<file path="src/rtl/cdb_arbiter.sv">
// Common data bus arbiter: round-robin grants of up to CDB_WIDTH pending
// FU results per cycle, registered onto the CDB broadcast slots.
// Ports:
//   clock, reset (sync, active-high), flush (squash grants, reset pointer)
//   fu_valid/fu_value/fu_value_valid/fu_dest_prf/fu_rob_entry/
//   fu_branch_address : per-FU result inputs
//   fu_sel            : same-cycle grant back to each FU
//   cdb_valid/cdb_value/cdb_write_prf/cdb_dest_prf/cdb_rob_entry/
//   cdb_branch_address: registered broadcast slots, one cycle after grant
module cdb_arbiter #(
   parameter int NUM_FU    = 4,
   parameter int CDB_WIDTH = 2,
   parameter int XLEN      = 32,
   parameter int PRF_W     = 6,
   parameter int ROB_W     = 5
) (
   input  logic                                clock,
   input  logic                                reset,
   input  logic                                flush,
   input  logic [NUM_FU-1:0]                   fu_valid,
   input  logic [NUM_FU-1:0][XLEN-1:0]         fu_value,
   input  logic [NUM_FU-1:0]                   fu_value_valid,
   input  logic [NUM_FU-1:0][PRF_W-1:0]        fu_dest_prf,
   input  logic [NUM_FU-1:0][ROB_W-1:0]        fu_rob_entry,
   input  logic [NUM_FU-1:0][XLEN-1:0]         fu_branch_address,
   output logic [NUM_FU-1:0]                   fu_sel,
   output logic [CDB_WIDTH-1:0]                cdb_valid,
   output logic [CDB_WIDTH-1:0][XLEN-1:0]      cdb_value,
   output logic [CDB_WIDTH-1:0]                cdb_write_prf,
   output logic [CDB_WIDTH-1:0][PRF_W-1:0]     cdb_dest_prf,
   output logic [CDB_WIDTH-1:0][ROB_W-1:0]     cdb_rob_entry,
   output logic [CDB_WIDTH-1:0][XLEN-1:0]      cdb_branch_address
);

   localparam int PTR_W  = (NUM_FU > 1) ? $clog2(NUM_FU) : 1;
   localparam int SLOT_W = (CDB_WIDTH > 1) ? $clog2(CDB_WIDTH) : 1;

   logic [PTR_W-1:0]                  rr_ptr_q, rr_ptr_d;
   logic [CDB_WIDTH-1:0]              slot_hit;
   logic [CDB_WIDTH-1:0][PTR_W-1:0]   slot_fu;

   logic [CDB_WIDTH-1:0]              valid_q, valid_d;
   logic [CDB_WIDTH-1:0]              wprf_q, wprf_d;
   logic [CDB_WIDTH-1:0][XLEN-1:0]    value_q, value_d;
   logic [CDB_WIDTH-1:0][PRF_W-1:0]   dest_q, dest_d;
   logic [CDB_WIDTH-1:0][ROB_W-1:0]   rob_q, rob_d;
   logic [CDB_WIDTH-1:0][XLEN-1:0]    br_q, br_d;

   // Rotating scan starting at rr_ptr; the k-th valid FU found fills slot k.
   always_comb begin : grant_scan
      int idx;
      int cnt;
      fu_sel   = '0;
      slot_hit = '0;
      slot_fu  = '0;
      rr_ptr_d = rr_ptr_q;
      cnt      = 0;
      idx      = 0;
      for (int j = 0; j < NUM_FU; j++) begin
         idx = int'(rr_ptr_q) + j;
         if (idx >= NUM_FU) idx = idx - NUM_FU;
         if (fu_valid[PTR_W'(idx)] && cnt < CDB_WIDTH) begin
            fu_sel[PTR_W'(idx)]    = 1'b1;
            slot_hit[SLOT_W'(cnt)] = 1'b1;
            slot_fu[SLOT_W'(cnt)]  = PTR_W'(idx);
            cnt = cnt + 1;
            rr_ptr_d = (idx == NUM_FU - 1) ? '0 : PTR_W'(idx + 1);
         end
      end
      // Squash and reset both kill every grant this cycle.
      if (reset || flush) begin
         fu_sel   = '0;
         slot_hit = '0;
         rr_ptr_d = '0;
      end
   end

   // Empty slots keep their data; only valid/write_prf drop.
   always_comb begin
      valid_d = slot_hit;
      wprf_d  = '0;
      value_d = value_q;
      dest_d  = dest_q;
      rob_d   = rob_q;
      br_d    = br_q;
      for (int k = 0; k < CDB_WIDTH; k++) begin
         if (slot_hit[k]) begin
            wprf_d[k]  = fu_value_valid[slot_fu[k]];
            value_d[k] = fu_value[slot_fu[k]];
            dest_d[k]  = fu_dest_prf[slot_fu[k]];
            rob_d[k]   = fu_rob_entry[slot_fu[k]];
            br_d[k]    = fu_branch_address[slot_fu[k]];
         end
      end
   end

   always_ff @(posedge clock) begin
      if (reset) begin
         rr_ptr_q <= '0;
         valid_q  <= '0;
         wprf_q   <= '0;
         value_q  <= '0;
         dest_q   <= '0;
         rob_q    <= '0;
         br_q     <= '0;
      end else begin
         rr_ptr_q <= rr_ptr_d;
         valid_q  <= valid_d;
         wprf_q   <= wprf_d;
         value_q  <= value_d;
         dest_q   <= dest_d;
         rob_q    <= rob_d;
         br_q     <= br_d;
      end
   end

   assign cdb_valid          = valid_q;
   assign cdb_write_prf      = wprf_q;
   assign cdb_value          = value_q;
   assign cdb_dest_prf       = dest_q;
   assign cdb_rob_entry      = rob_q;
   assign cdb_branch_address = br_q;

endmodule

</file>
<file path="config.mk">
export PLATFORM = sky130hd
export DESIGN_NAME = cdb_arbiter
export DESIGN_NICKNAME = d
export VERILOG_FILES = /design/src/rtl/cdb_arbiter.sv
export SDC_FILE = /design/constraint.sdc
export NUM_CORES = 1
export LEC_CHECK = 0
export BUFFER_PORTS_ARGS = -buffer_cell sky130_fd_sc_hd__buf_4
export CAP_MARGIN = 20
export CORE_AREA = 3 3 180 182
export DETAILED_ROUTE_END_ITERATION = 8
export DIE_AREA = 0 0 183 185
export GPL_ROUTABILITY_DRIVEN = 0
export PLACE_DENSITY = 0.47
export SLEW_MARGIN = 20
export SYNTH_ARGS = -nofsm -noshare
export SYNTH_HDL_FRONTEND = slang
export SYNTH_SLANG_ARGS = --single-unit
</file>
<file path="constraint.sdc">
create_clock -name clock -period 7.28 [get_ports clock]
set_input_delay 0 -clock clock [delete_from_list [all_inputs] [get_ports clock]]
set_output_delay 0 -clock clock [all_outputs]
set_load 0.02 [all_outputs]
</file>
# --- Yosys cells after proc, flatten, opt, wreduce, memory -nomap -nowiden ---
# Index checks and enable logic that the tools add are counted.
word_totals:
  reg_bits: 156
  word_cells: 159
classes:
  addsub: 13
  n_lt_le_gt_ge: 23
  eq_ne: 4
  n_mux: 84
  bitwise: 8
  reduce_logical: 15
op_table:
  columns: ["op", "count"]
  rows:
  - ["32-bit two-way mux", 10]
  - ["32-bit binary-select mux with 2-bit select", 4]
  - ["32-bit by 3-bit equality test with 1-bit output (second input constant)", 4]
  - ["32-bit by 3-bit < comparator with 1-bit output (second input constant)", 3]
  - ["32-bit by 2-bit adder with 32-bit output (second input constant)", 2]
  - ["2-bit two-way mux", 16]
  - ["4-bit two-way mux", 8]
  - ["6-bit binary-select mux with 2-bit select", 2]
  - ["5-bit binary-select mux with 2-bit select", 2]
  - ["1-bit two-way mux", 19]
  - ["2-bit by 4-bit < comparator with 1-bit output (second input constant)", 4]
  - ["1-bit binary-select mux with 2-bit select", 6]
  - ["4-bit bitwise mux", 3]
  - ["6-bit two-way mux", 2]
  - ["4-bit OR", 3]
  - ["3-bit by 3-bit subtractor with 4-bit output (second input constant)", 3]
  - ["1-bit logical AND", 10]
  - ["5-bit two-way mux", 2]
  - ["3-bit >= comparator (second input constant)", 3]
  - ["1-bit by 3-bit < comparator with 1-bit output (second input constant)", 3]
  - ["2-bit adder (second input constant)", 4]
  - ["1-bit demux with 2-bit select", 4]
  - ["2-bit by 1-bit >= comparator with 1-bit output (second input constant)", 4]
  - ["2-bit by 2-bit adder with 3-bit output (second input constant)", 2]
  - ["other kinds (13)", 24]

# --- Logic depth before layout (Yosys ltp) ---
logic_depth:
  ltp_word: 21
  depth_mapped: 17
  depth_no_buf: 11

# --- Least setup slack after synthesis ---
# No wires, ideal clock.
synth_timing:
  kind: "reg2reg"
  from: "register rr_ptr_q[0]"
  to: "register wprf_q[0] (netlist: cdb_write_prf[0])"
  setup_time_ns: 0.117
  t_arrival_ns: 4.044
  path_slack_ns: 3.119
  path_stages_with_launch: 16
  path_buffers: 5
  synth_period_minus_slack_ns: 4.161
  path_cell_list: "dfxtp_1 > buf_2 > buf_1 > inv_1 > ha_1 > clkbuf_1 > mux4_2 > inv_1 > ha_1 > and4_4 > a32o_1 > o32ai_2 > buf_4 > buf_8 > mux2_1 > a22o_1"
synth_via:
  elab_chain_cells: 21
  word_cells_on_any_way: 78
  cone_classes: "add/sub: 9; order compare: 13; mux: 45; bitwise: 4; reduce/logical: 7"
synth_lines:
  columns: ["element", "line_no", "source"]
  rows:
  - ["start: declaration", "38", "logic [PTR_W-1:0] rr_ptr_q, rr_ptr_d;"]
  - ["start signal: assignment", "107", "rr_ptr_q <= rr_ptr_d;"]
  - ["branches (longest 21 deep; another with 32-bit by 3-bit < comparator with 1-bit output)", null, null]
  - ["end signal: assignment", "109", "wprf_q <= wprf_d;"]
  - ["end: declaration", "43", "logic [CDB_WIDTH-1:0] wprf_q, wprf_d;"]
# Parallel ways; which one is timed is not known. The select of a mux whose other input is x is not followed.
# A chain may end at the register's enable or synchronous reset.

# --- Worst setup path after layout ---
layout_timing:
  from: "register rr_ptr_q[1]"
  to: "register wprf_q[0] (netlist: cdb_write_prf[0])"
# The elaborated chain is that of the path after synthesis.

==> metrics.cfg <==
[outcome]
status=completed

[grt]
grt_pass1_wl_um=34110
overflow=0
grt.total_usage_pct=12.76
grt_max_degree=97
antenna_found_initial=0
grt_pass1_vias=6086

[placement]
hpwl_um=18280
io_buffers=391
placed_cell_area_um2=9251

[sta]
maxSlewViolCount=0
tns_ns=0
setup_viol=0
rsz0062_at_grt=no
period_minus_slack_ns=5.518
finalCritPeriodShare_pct=75.80
fmax_mhz=181.2
relSlewSlack_pct=37.99
fin_skew_ns=0.01279
worstMarginPinSlew_ns=0.9301
finalHoldViolations=0
hold_slack_ns=0.03158

[cts]
clkSlewWorstSetupHoldPaths_ns=0.07
htree_num_levels=3
clk_path_buf_depth=2
cts_resized=0
worst_skew_pair.late_latency_ns=0.34
cts-root-buf=clkbuf_16
cts_buffers=9
cts.sinks=79
cts_tree=built

[finish]
area_delta_synth_final_pct=51.22
finalInstanceArea_um2=9589
num-nets-final=1300
final_cell_mix=buf_4 (399), mux2i_1 (156), a21oi_1 (84)
drive_above_1_share_pct=51.48
final_common_cell=buf_4
num_antenna_cells=0

[power]
p_switching_mw=2.143
power.leakage_nw=4.560
power_frac_seq_pct=16.6
power_switching_share_pct=48.25
p_per_area_nw_per_um2=463.2
comb_power_share_pct=72.5
clock_power_share_pct=10.9
internal_power_mw=2.299
ir_drop_mv=0.4810

[logic_synthesis]
syn_avg_cell_area_um2=10.24
synthFlopType=dfxtp_1
yosysTopAreaCellShare_pct=24.94
synthTopCellsByArea=dfxtp_1 (25%), mux2i_1 (25%), a221oi_2 (18%)
syn_area_um2=6341
synth.distinct_cells=46
ys_async_sr_fraction_pct=0
syn_inst=619
yosysSeqAreaShare_pct=24.94
synth_top_area_cell=dfxtp_1
synth_seq_cells=79
synth-edff-count=0
synth-warning-count=0

[floorplan]
start_util_pct=20.62
io_pins=469
dieArea_um2=33860
die_h_um=185
core_um2=30750
num_rows=64
die_x_um=183

[routing]
drc=0
dr.pass1.iters=4
totalWireLength_um=23630
vias=5958
drt_iter0_drc=365
vias_per_cell=4.327
antenna_left=0
wl_per_cell_um=17.16

[hold_path]
min_path_type=in -> reg

[critical_path]
slowest_stage=ha_1
startpoint_type=flip-flop
critPathMaxStageDelay_ns=0.62
critPathKind=reg -> reg
critical_path.cell_chain=inv_1 > ha_1 > mux4_2 > inv_1 > ha_1 > and4_4 > a32o_1 > o32ai_4 > buf_12 > mux2_2 > dlygate4sd3_1 > a22o_1 > dlygate4sd3_1
critPathMaxFanout=96
worstPathRequired_ns=7.51
cp_data_arrival_time_ns=5.75
critPathCaptureType=flip-flop

[run]
drv_cap=0

==> critical path: cells and delay by family (launching register included) <==
family          cells  cell delay (ns)
compound gates      3             0.77
fa+ha+maj           2             0.90
buf+inv             5             2.03
flops               1             0.60
mux                 2             0.88
simple gates        1             0.18
==> power groups by stage <==
stage	registers [mW]	clock network (mW)	logic (mW)
3_3_place_gp	0.744	0	3.28
4_1_cts	0.741	0.508	3.28
6_report	0.739	0.482	3.22
2_1_floorplan	0.953	0	2.35
3_5_place_dp	0.745	0	3.26
5_1_grt	0.765	0.523	3.48
==> cells by family after synthesis <==
family	share of synthesized area, %
fa+ha+maj	2.565
other cells	0.05914
mux	26.58
compound gates	27.92
buf+inv	15.23
flops	24.94
simple gates	2.703
==> synth_stat cells (2+ instances only) <==
master      n
buf_2      15
nand2b_1    3
o211ai_1    2
buf_4      88
inv_1      10
mux4_2      4
a32oi_1     2
mux2_2      2
ha_1       13
and3_1      3
nand3_1     5
nand2_1     8
a221oi_2   75
and2_1      2
nor2_1      5
o21ai_0     6
dfxtp_1    79
a211oi_1    2
buf_6       7
a31oi_1     3
clkbuf_1   20
a222oi_1    2
a21oi_1    84
nand3b_1    2
mux2i_1   156
==> sequential cells by signal, summed over array words and instances (netlist names) <==
name,count
cdb_rob_entry,5
cdb_branch_address,32
cdb_value,32
cdb_valid,1
cdb_dest_prf,6
cdb_write_prf,1
rr_ptr_q,2
==> what timing repair did <==
item | 4_1_cts | 5_1_grt
endpoints found under the hold margin | 1 | 0
hold buffers | 3 | 0
buffers inserted | 0 | 0
==> stage by stage <==
stage          total power [mW]  util, %  setup slack [ns]  cells
2_1_floorplan             3.304        -             3.119    695
3_3_place_gp              4.028    30.09             2.425   1358
3_5_place_dp              4.010    30.09             2.344   1358
4_1_cts                   4.527    31.18             1.790   1377
5_1_grt                   4.764    31.18             1.492   1377
6_report                  4.442    31.18             1.762   1377
==> final cells by class <==
class	count	area (µm²)
clock inverters	6	68.82
clock buffers	10	239.0
inverters	10	37.54
fillers	3232	21160
flip-flops and latches	79	1582
repair buffers	403	3045
well taps	396	495.5
multi-input cells	473	4121
==> final timing paths <==
kind | startpoint | end | slack (ns) | cells after the start
worst max register to register | rr_ptr_q[1] | cdb_write_prf[0] | 1.76 | 13
worst min register to register | cdb_branch_address[4] | cdb_branch_address[4] | 0.55 | 2
worst min-delay path | fu_value[13] | cdb_value[13] | 0.03 | 3
worst max-delay path | rr_ptr_q[1] | cdb_write_prf[0] | 1.76 | 13
==> routing by layer <==
| layer | share of wire [%] | track usage (%) | up-vias |
|---|---|---|---|
| met4 | 1.1 | 2.986 | 0 |
| li1 | - | - | 2932 |
| met5 | 0 | 0 | - |
| met1 | 38 | 14.74 | 2733 |
| met3 | 8.0 | 3.181 | 13 |
| met2 | 53 | 23.69 | 280 |
Note: power is estimated with default switching activity, not from simulation.
